**config.mk**
```make
export PLATFORM = sky130hd
export DESIGN_NAME = wb_block_reader_flat
export DESIGN_NICKNAME = d
export VERILOG_FILES = /design/src/rtl/wb_block_reader_if.sv /design/src/rtl/wb_block_reader.sv /design/src/flat_wrapper.sv
export SDC_FILE = /design/constraint.sdc
export NUM_CORES = 1
export LEC_CHECK = 0
export BUFFER_PORTS_ARGS = -buffer_cell sky130_fd_sc_hd__buf_2
export CAP_MARGIN = 20
export CELL_PAD_IN_SITES_DETAIL_PLACEMENT = 1
export CELL_PAD_IN_SITES_GLOBAL_PLACEMENT = 1
export CORE_UTILIZATION = 45
export CTS_BUF_LIST = sky130_fd_sc_hd__clkbuf_2
export DETAILED_ROUTE_END_ITERATION = 10
export GPL_ROUTABILITY_DRIVEN = 0
export PLACE_DENSITY = 0.69
export SLEW_MARGIN = 20
export SYNTH_ARGS = -nofsm -noshare
export SYNTH_HDL_FRONTEND = slang
export SYNTH_SLANG_ARGS = --single-unit
```
**constraint.sdc**
```tcl
create_clock -name wb_clk_i -period 4 [get_ports wb_clk_i]
set_input_delay 0.4 -clock wb_clk_i [delete_from_list [all_inputs] [get_ports wb_clk_i]]
set_output_delay 0.4 -clock wb_clk_i [all_outputs]
set_load 0.005 [all_outputs]
```
**src/rtl/wb_block_reader_if.sv**
```systemverilog
// rtl/wb_block_reader_if.sv - Wishbone B4 bus bundle between wb_block_reader and its slave
interface wb_block_reader_if;
  logic [31:0] wb_adr_o;
  logic [31:0] wb_dat_o;
  logic [31:0] wb_dat_i;
  logic [3:0]  wb_sel_o;
  logic [2:0]  wb_cti_o;
  logic [1:0]  wb_bte_o;
  logic        wb_cyc_o;
  logic        wb_stb_o;
  logic        wb_we_o;
  logic        wb_ack_i;

  modport master (
    output wb_adr_o, wb_dat_o, wb_sel_o, wb_cti_o, wb_bte_o, wb_cyc_o, wb_stb_o, wb_we_o,
    input  wb_dat_i, wb_ack_i
  );

  modport slave (
    input  wb_adr_o, wb_dat_o, wb_sel_o, wb_cti_o, wb_bte_o, wb_cyc_o, wb_stb_o, wb_we_o,
    output wb_dat_i, wb_ack_i
  );
endinterface

```
**src/rtl/wb_block_reader.sv**
```systemverilog
// rtl/wb_block_reader.sv - Wishbone block reader feeding a ready/valid stream FIFO
// Define WB_BURST_EN for registered-feedback incrementing bursts; otherwise classic cycles only.
module wb_block_reader #(
  parameter int FIFO_DEPTH = 16,
  parameter int LEN_W      = 16
) (
  input  logic             wb_clk_i,
  input  logic             wb_rst_i,
  input  logic             start_i,
  input  logic [31:0]      base_adr_i,
  input  logic [LEN_W-1:0] len_i,
  output logic             busy_o,
  output logic             done_o,
  output logic [31:0]      rd_data_o,
  output logic             rd_valid_o,
  input  logic             rd_ready_i,
  wb_block_reader_if.master wb
);

  localparam int AW = $clog2(FIFO_DEPTH);
  localparam logic [AW:0] DEPTH_CNT   = (AW+1)'(FIFO_DEPTH);
  localparam logic [AW:0] LAST_FREE   = (AW+1)'(FIFO_DEPTH - 1);
  localparam logic [2:0]  CTI_CLASSIC = 3'b000;

  typedef enum logic [1:0] {IDLE, REQ, HOLD, DONE} state_t;

  state_t           state;
  logic [31:0]      adr_q;
  logic [LEN_W-1:0] rem_q;
  logic             cyc_q, stb_q, busy_q, done_q;
  logic [2:0]       cti_q;
  logic [2:0]       cti_start, cti_next;

  logic [31:0]      mem [FIFO_DEPTH];
  logic [AW-1:0]    wr_ptr, rd_ptr;
  logic [AW:0]      fifo_cnt;
  logic             push, pop, has_space;

  // stb is only ever high in REQ, so gating with it rejects stray acks
  assign push       = stb_q & wb.wb_ack_i;
  assign rd_valid_o = (fifo_cnt != '0);
  assign pop        = rd_valid_o & rd_ready_i;
  assign has_space  = (fifo_cnt < DEPTH_CNT);
  assign rd_data_o  = rd_valid_o ? mem[rd_ptr] : 32'h0;

  assign busy_o      = busy_q;
  assign done_o      = done_q;
  assign wb.wb_adr_o = adr_q;
  assign wb.wb_dat_o = 32'h0;
  assign wb.wb_sel_o = 4'hF;
  assign wb.wb_cti_o = cti_q;
  assign wb.wb_bte_o = 2'b00;
  assign wb.wb_cyc_o = cyc_q;
  assign wb.wb_stb_o = stb_q;
  assign wb.wb_we_o  = 1'b0;

`ifdef WB_BURST_EN
  logic [LEN_W-1:0] issue_rem;
  logic [AW:0]      cnt_after;

  // A word ends the burst if it is the block's last or could fill the FIFO
  always_comb begin
    issue_rem = (state == IDLE) ? len_i : rem_q;
    cnt_after = fifo_cnt + (AW+1)'(push) - (AW+1)'(pop);
    cti_start = (issue_rem == LEN_W'(1) || fifo_cnt >= LAST_FREE) ? 3'b111 : 3'b010;
    cti_next  = (rem_q == LEN_W'(2) || cnt_after >= LAST_FREE) ? 3'b111 : 3'b010;
  end
`else
  assign cti_start = CTI_CLASSIC;
  assign cti_next  = CTI_CLASSIC;
`endif

  always_ff @(posedge wb_clk_i) begin
    if (push) begin
      mem[wr_ptr] <= wb.wb_dat_i;
    end
  end

  always_ff @(posedge wb_clk_i) begin
    if (wb_rst_i) begin
      wr_ptr   <= '0;
      rd_ptr   <= '0;
      fifo_cnt <= '0;
    end else begin
      if (push) wr_ptr <= wr_ptr + AW'(1);
      if (pop)  rd_ptr <= rd_ptr + AW'(1);
      case ({push, pop})
        2'b10:   fifo_cnt <= fifo_cnt + (AW+1)'(1);
        2'b01:   fifo_cnt <= fifo_cnt - (AW+1)'(1);
        default: fifo_cnt <= fifo_cnt;
      endcase
    end
  end

  always_ff @(posedge wb_clk_i) begin
    if (wb_rst_i) begin
      state  <= IDLE;
      adr_q  <= 32'h0;
      rem_q  <= '0;
      cyc_q  <= 1'b0;
      stb_q  <= 1'b0;
      cti_q  <= CTI_CLASSIC;
      busy_q <= 1'b0;
      done_q <= 1'b0;
    end else begin
      done_q <= 1'b0;
      case (state)
        IDLE: begin
          if (start_i) begin
            if (len_i != '0) begin
              adr_q  <= base_adr_i & 32'hFFFF_FFFC;
              rem_q  <= len_i;
              busy_q <= 1'b1;
              if (has_space) begin
                state <= REQ;
                cyc_q <= 1'b1;
                stb_q <= 1'b1;
                cti_q <= cti_start;
              end else begin
                state <= HOLD;
              end
            end else begin
              state  <= DONE;
              done_q <= 1'b1;
            end
          end
        end
        REQ: begin
          if (push) begin
            adr_q <= adr_q + 32'd4;
            rem_q <= rem_q - LEN_W'(1);
            if (rem_q == LEN_W'(1)) begin
              state  <= DONE;
              cyc_q  <= 1'b0;
              stb_q  <= 1'b0;
              cti_q  <= CTI_CLASSIC;
              busy_q <= 1'b0;
              done_q <= 1'b1;
            end else if (fifo_cnt == LAST_FREE && !pop) begin
              state <= HOLD;
              cyc_q <= 1'b0;
              stb_q <= 1'b0;
              cti_q <= CTI_CLASSIC;
            end else begin
              cti_q <= cti_next;
            end
          end
        end
        HOLD: begin
          if (has_space) begin
            state <= REQ;
            cyc_q <= 1'b1;
            stb_q <= 1'b1;
            cti_q <= cti_start;
          end
        end
        DONE: begin
          state <= IDLE;
        end
        default: state <= IDLE;
      endcase
    end
  end

endmodule

```
**src/flat_wrapper.sv**
```systemverilog
// flat-port wrapper written by rule: the top's interface ports become plain ports
module wb_block_reader_flat 
#(
  parameter int FIFO_DEPTH = 16,
  parameter int LEN_W      = 16
)
  (wb_clk_i, wb_rst_i, start_i, base_adr_i, len_i, busy_o, done_o, rd_data_o, rd_valid_o, rd_ready_i, wb_wb_adr_o, wb_wb_dat_o, wb_wb_sel_o, wb_wb_cti_o, wb_wb_bte_o, wb_wb_cyc_o, wb_wb_stb_o, wb_wb_we_o, wb_wb_dat_i, wb_wb_ack_i);
  wb_block_reader_if wb_i ();
  input  logic wb_clk_i;
  input  logic wb_rst_i;
  input  logic start_i;
  input  logic [31:0] base_adr_i;
  input  logic [LEN_W-1:0] len_i;
  output logic busy_o;
  output logic done_o;
  output logic [31:0] rd_data_o;
  output logic rd_valid_o;
  input  logic rd_ready_i;
  output wire logic [$bits(wb_i.wb_adr_o)-1:0] wb_wb_adr_o;
  output wire logic [$bits(wb_i.wb_dat_o)-1:0] wb_wb_dat_o;
  output wire logic [$bits(wb_i.wb_sel_o)-1:0] wb_wb_sel_o;
  output wire logic [$bits(wb_i.wb_cti_o)-1:0] wb_wb_cti_o;
  output wire logic [$bits(wb_i.wb_bte_o)-1:0] wb_wb_bte_o;
  output wire logic [$bits(wb_i.wb_cyc_o)-1:0] wb_wb_cyc_o;
  output wire logic [$bits(wb_i.wb_stb_o)-1:0] wb_wb_stb_o;
  output wire logic [$bits(wb_i.wb_we_o)-1:0] wb_wb_we_o;
  input wire logic [$bits(wb_i.wb_dat_i)-1:0] wb_wb_dat_i;
  input wire logic [$bits(wb_i.wb_ack_i)-1:0] wb_wb_ack_i;
  assign wb_wb_adr_o = wb_i.wb_adr_o;
  assign wb_wb_dat_o = wb_i.wb_dat_o;
  assign wb_wb_sel_o = wb_i.wb_sel_o;
  assign wb_wb_cti_o = wb_i.wb_cti_o;
  assign wb_wb_bte_o = wb_i.wb_bte_o;
  assign wb_wb_cyc_o = wb_i.wb_cyc_o;
  assign wb_wb_stb_o = wb_i.wb_stb_o;
  assign wb_wb_we_o = wb_i.wb_we_o;
  assign wb_i.wb_dat_i = wb_wb_dat_i;
  assign wb_i.wb_ack_i = wb_wb_ack_i;
  wb_block_reader #(.FIFO_DEPTH(FIFO_DEPTH), .LEN_W(LEN_W)) u_core (.wb_clk_i(wb_clk_i), .wb_rst_i(wb_rst_i), .start_i(start_i), .base_adr_i(base_adr_i), .len_i(len_i), .busy_o(busy_o), .done_o(done_o), .rd_data_o(rd_data_o), .rd_valid_o(rd_valid_o), .rd_ready_i(rd_ready_i), .wb(wb_i));
endmodule
```
Word level (Yosys, flattened, before mapping)
Memory sizes are Yosys's and may differ from the RTL's. A register that Yosys moved wholly into a read port is not among the register bits. Cells that the tools add are included.

$add $sub $neg: 6. Multiply operators: 0. Divide/modulo/power cells: 0. Order comparisons: 1. Eq/ne operators: 13. Shift-type cells: 0. Muxes and demuxes: 48. Bitwise logic cells: 2. Reductions and logical operators: 13.

Operators with widths (number): 32-bit 2-to-1 mux (4); 32-bit one-hot mux with 2 select lines (1); 16-bit 2-to-1 mux (3); 32-bit by 3-bit adder with 32-bit output (second input constant) (1); 16-bit one-hot mux with 2 select lines (1); 1-bit 2-to-1 mux (19); 16-bit by 1-bit equality test with 1-bit output (second input constant) (1); 16-bit nonzero test (1); 16-bit by 1-bit subtractor with 16-bit output (second input constant) (1); 2-bit 2-to-1 mux (7); 3-bit 2-to-1 mux (4); 4-bit AND reduction (3); 5-bit one-hot mux with 2 select lines (1); 5-bit AND reduction (2); 3-bit one-hot mux with 3 select lines (1); 4-bit by 1-bit adder with 4-bit output (second input constant) (2); 4-bit 2-to-1 mux (2); 2-bit by 1-bit inequality test with 1-bit output (second input constant) (4); 2-bit one-hot mux with 4 select lines (1); 2-bit equality test (second input constant) (3); 1-bit one-hot mux with 3 select lines (2); 5-bit by 1-bit adder with 5-bit output (second input constant) (1); 5-bit by 4-bit equality test with 1-bit output (second input constant) (1); 5-bit less-than comparator (second input constant) (1); other kinds (12) (16).

Register bits after elaboration: 70. Bits in latches: 0. RAM bits: 512. Memory bits (read-only): 0. Input port bits: 85. Output and inout port bits: 111. Memories: 1.

Memory list: u_core.mem (depth 16, width 32, read ports 1, clocked after memory_dff 1, wr ports 1, RTL line wb_block_reader.sv:34) `logic [31:0] mem [FIFO_DEPTH];`.

Logic depth before layout (Yosys ltp)
Word-level depth: 8. Mapped depth: 12.

Least setup slack after synthesis
No wires, ideal clock.

Path type: in2reg. From: in wb_wb_ack_i. To: mem u_core.mem[3][0], enable pin. Library setup time: 0.461 ns. Arrival: 2.997 ns. Data required time: 3.539 ns. Path slack: 0.542 ns. Stages: 4. Cell sequence: and2_1 buf_4 nand2_1 nor3_1.

Longest elaborated chain between the ends: 3.

RTL lines: start: declaration (RTL line flat_wrapper.sv:28) `input wire logic [$bits(wb_i.wb_ack_i)-1:0] wb_wb_ack_i;`; 1-bit bitwise AND (RTL line wb_block_reader.sv:40) `assign push = stb_q & wb.wb_ack_i;`; 1-bit 2-to-1 mux (RTL line wb_block_reader.sv:74) `if (push) begin`; 1-bit 2-to-1 mux (not written as such) (RTL line wb_block_reader.sv:75) `mem[wr_ptr] <= wb.wb_dat_i;`; end: declaration (RTL line wb_block_reader.sv:34).

Every way passes these cells.

==> flow_metrics.py <==
metrics = {
    "status": {
        "outcome": "finished, final reports clean",
    },
    "die": {
        "die_h_um": 233,
        "core_area_sq_mm": 0.0526,
        "rows": 84,
        "dieArea_sq_mm": 0.0542,
        "die-width_um": 233,
        "initial_utilization": 0.456,
        "boundaryPins": 196,
    },
    "power_and_ir_drop": {
        "finalPower_mw": 14.1,
        "leakagePower_nw": 10.1,
        "power_density_mw_per_mm2": 481,
        "pwr-share-seq": 0.483,
        "swShare": 0.288,
        "p_clk_frac": 0.308,
        "power_switching_mw": 4.06,
        "intPower_mw": 10.0,
        "vdd_drop_max_uv": 289,
        "p_comb_frac": 0.209,
    },
    "drt": {
        "wire_per_inst_um": 25.0,
        "drt_iter0_drc": 1080,
        "final_antenna_net_count": 0,
        "dr.pass1.iters": 5,
        "finalWirelength_mm": 65.6,
        "drc": 0,
        "vias_per_cell": 5.62,
        "vias": 14800,
    },
    "global_routing": {
        "overflow": 0,
        "grtUsageTotal": 0.249,
        "antenna_found_initial": 6,
        "grt_pass1_wl_mm": 98.0,
        "grt_pass1_vias": 16200,
        "grt_max_degree": 52,
    },
    "synthesis": {
        "ys_top_cells_by_area": "edfxtp_1 (64%), mux4_2 (15%), dfxtp_1 (5.7%), buf_4 (1.6%), a21oi_1 (1.1%)",
        "yosys_most_used_dff": "edfxtp_1",
        "synth_cells": 1342,
        "yosysTopAreaCell": "edfxtp_1",
        "ys_seq_area_frac": 0.698,
        "synth_cell_type_count": 75,
        "async_reset_ff_frac": 0,
        "ys_ff_latch": 580,
        "synth_area_sq_mm": 0.0240,
        "ys_warn_count": 0,
        "avgSynthCellArea_sq_um": 17.9,
        "synth_top_area_share": 0.641,
        "synth_edf_count": 512,
    },
    "cells_and_area": {
        "areaGrowthSynthToFinish_pct": 22.4,
        "final_cell_mix": "edfxtp_1 (512), clkbuf_2 (215), dlygate4sd3_1 (212)",
        "layout_commonest_cell": "edfxtp_1",
        "drive_above_1_share": 0.329,
        "fin_nets": 1918,
        "fin_area_sq_mm": 0.0293,
        "final_util": 0.558,
    },
    "worst_setup_path": {
        "cp.required_ns": 3.60,
        "cp.arrival_ns": 3.34,
        "critPathMostFrequentCell": "mux4_2",
        "crit_path_max_incr_delay_ns": 0.52,
        "critPathBufInv": 3,
        "worstSetupPathType": "flop to primary output",
        "start_kind": "flop",
        "crit_chain": "buf_12 > buf_16 > mux4_2 > mux4_2 > and2_1 > buf_2",
        "cp-end-kind": "primary output",
        "crit_fanout": 7,
        "crit_family": "multiplexers",
        "cpMaxStageDelayCell": "mux4_2",
    },
    "timing": {
        "worst_pin_slew_ns": 0.876,
        "fin_crit_ns": 3.74,
        "maxSlewHeadroom": 0.416,
        "holdWs_ns": 0.309,
        "setup_viol": 0,
        "finalWorstSetupSlack_ns": 0.264,
        "clock_skew_ns": 0.0602,
        "fin_crit_sh": 0.934,
        "max_freq_ghz": 0.268,
        "final_max_slew_viol_count": 0,
        "rsz0062_at_grt": "no",
        "hold_viol": 0,
    },
    "hold_path": {
        "hold_path.class": "input pin to flop",
    },
    "clock_tree": {
        "clockBufferDepth": 3,
        "cts_buffers": 151,
        "htreeDepth": 4,
        "cts_root_buf": "clkbuf_2",
        "cts_tree": "yes",
        "clk_pin_slew_ns": 0.11,
        "cts_sinks": 580,
        "clk_latency_ns": 1.23,
    },
    "placement": {
        "placed_area_sq_mm": 0.0255,
        "detailed_place_hpwl_mm": 33.7,
        "placement.io_buffers": 149,
        "dpl_worst_slack_ns": 0.745,
    },
    "flow_run": {
        "maxCapViolations": 0,
    },
}
-- layer usage --
layer | track usage | up-vias | part of all wire
li1 | - | 6404 | -
met1 | 0.296 | 7645 | 0.39
met2 | 0.429 | 580 | 0.53
met3 | 0.0636 | 134 | 0.061
met4 | 0.101 | 6 | 0.023
met5 | 0 | - | 0.00064
-- stage by stage --
stage | std cells | setup TNS (ns)
2_1_floorplan | 1384 | 0
3_3_place_gp | 2137 | 0
3_5_place_dp | 2137 | 0
4_1_cts | 2623 | -0.285
5_1_grt | 2627 | 0
6_report | 2629 | 0
-- cells by family (layout without fill, tap and decap cells) --
family / Yosys count / in the layout / share of synthesized area
DFF: 580 / 580 / 0.698
muxes: 169 / 169 / 0.154
AOI/OAI and AO/OA: 166 / 166 / 0.0490
buffers and inverters: 143 / 696 / 0.0327
xor gates and xnor gates: 12 / 12 / 0.00438
and+or+nand+nor: 260 / 260 / 0.0563
adders and majority gates: 10 / 10 / 0.00522
other: 2 / 48 / 0.000313
-- power groups by stage --
| stage | clock network [mW] | logic (mW) | registers, mW |
|---|---|---|---|
| 6_report | 4.34 | 2.95 | 6.81 |
| 5_1_grt | 4.75 | 3.19 | 6.83 |
| 4_1_cts | 4.47 | 2.91 | 6.80 |
| 3_5_place_dp | 0 | 2.51 | 6.96 |
| 3_3_place_gp | 0 | 2.45 | 6.96 |
| 2_1_floorplan | 0 | 1.73 | 6.89 |
-- repair_timing --
action / in CTS / in global routing
hold buffers: 212 / 0
setup endpoints to repair: 32 / 1
endpoints found under the hold margin: 590 / 0
buffers inserted: 4 / 0
resized for setup: 16 / 0
gates cloned: 3 / 2
-- cell usage after synthesis (all sizes together), types with 3 or more instances --
master,n
nor3,24
buf,79
nand2,52
ha,10
mux4,160
nor3b,4
a2111oi,3
a221oi,4
clkbuf,48
edfxtp,512
and4,5
xor2,6
a21bo,3
dfxtp,68
nor2,63
a41oi,3
nor2b,7
mux2i,7
a21oi,53
a31oi,8
inv,15
a211oi,16
or2,4
o21ai,20
nand3,11
nand4,13
a311oi,3
nand2b,10
o22ai,3
or4,4
or3,5
o31ai,7
xnor2,6
a22o,3
a21o,6
nor4,15
and2,39
o221ai,3
o32ai,12
-- tightest hold or removal path, cell delays in order --
cell and delay (ns):
dlygate4sd3_1 0.53, buf_2 0.33, a21oi_1 0.20
-- sequential cells by signal, indices dropped and copies added (netlist names), named ones only --
name and flops:
u_core.rd_ptr 4, u_core.done_o 1, u_core.wb.wb_adr_o 30, u_core.rem_q 16, u_core.fifo_cnt 5, u_core.wb.wb_stb_o 1, u_core.state 2, u_core.wr_ptr 4
u_core.busy_o 1, u_core.mem 512
-- final timing paths --
kind	start	endpoint	slack, ns	cells past startpoint
min	wb_rst_i	u_core.wr_ptr[1]$_SDFFE_PP0P_	0.31	3
max reg2reg	u_core.fifo_cnt[1]$_SDFFE_PP0P_	u_core.fifo_cnt[4]$_SDFFE_PP0P_	0.59	10
max	flop	rd_data_o[20]	0.26	6
min reg2reg	u_core.wb.wb_adr_o[26]$_SDFFE_PP0P_	u_core.wb.wb_adr_o[26]$_SDFFE_PP0P_	0.51	2
-- cell type report --
type / instances / area, sq um
clock inverter: 52 / 389
timing repair buffer: 413 / 3460
fill: 5053 / 23200
sequential: 580 / 16700
inverter: 16 / 60.1
tap: 688 / 861
multi-input combinational: 661 / 6740
antenna: 4 / 10.0
clock buffer: 215 / 1080
Note: power is estimated with default switching activity, not from simulation.
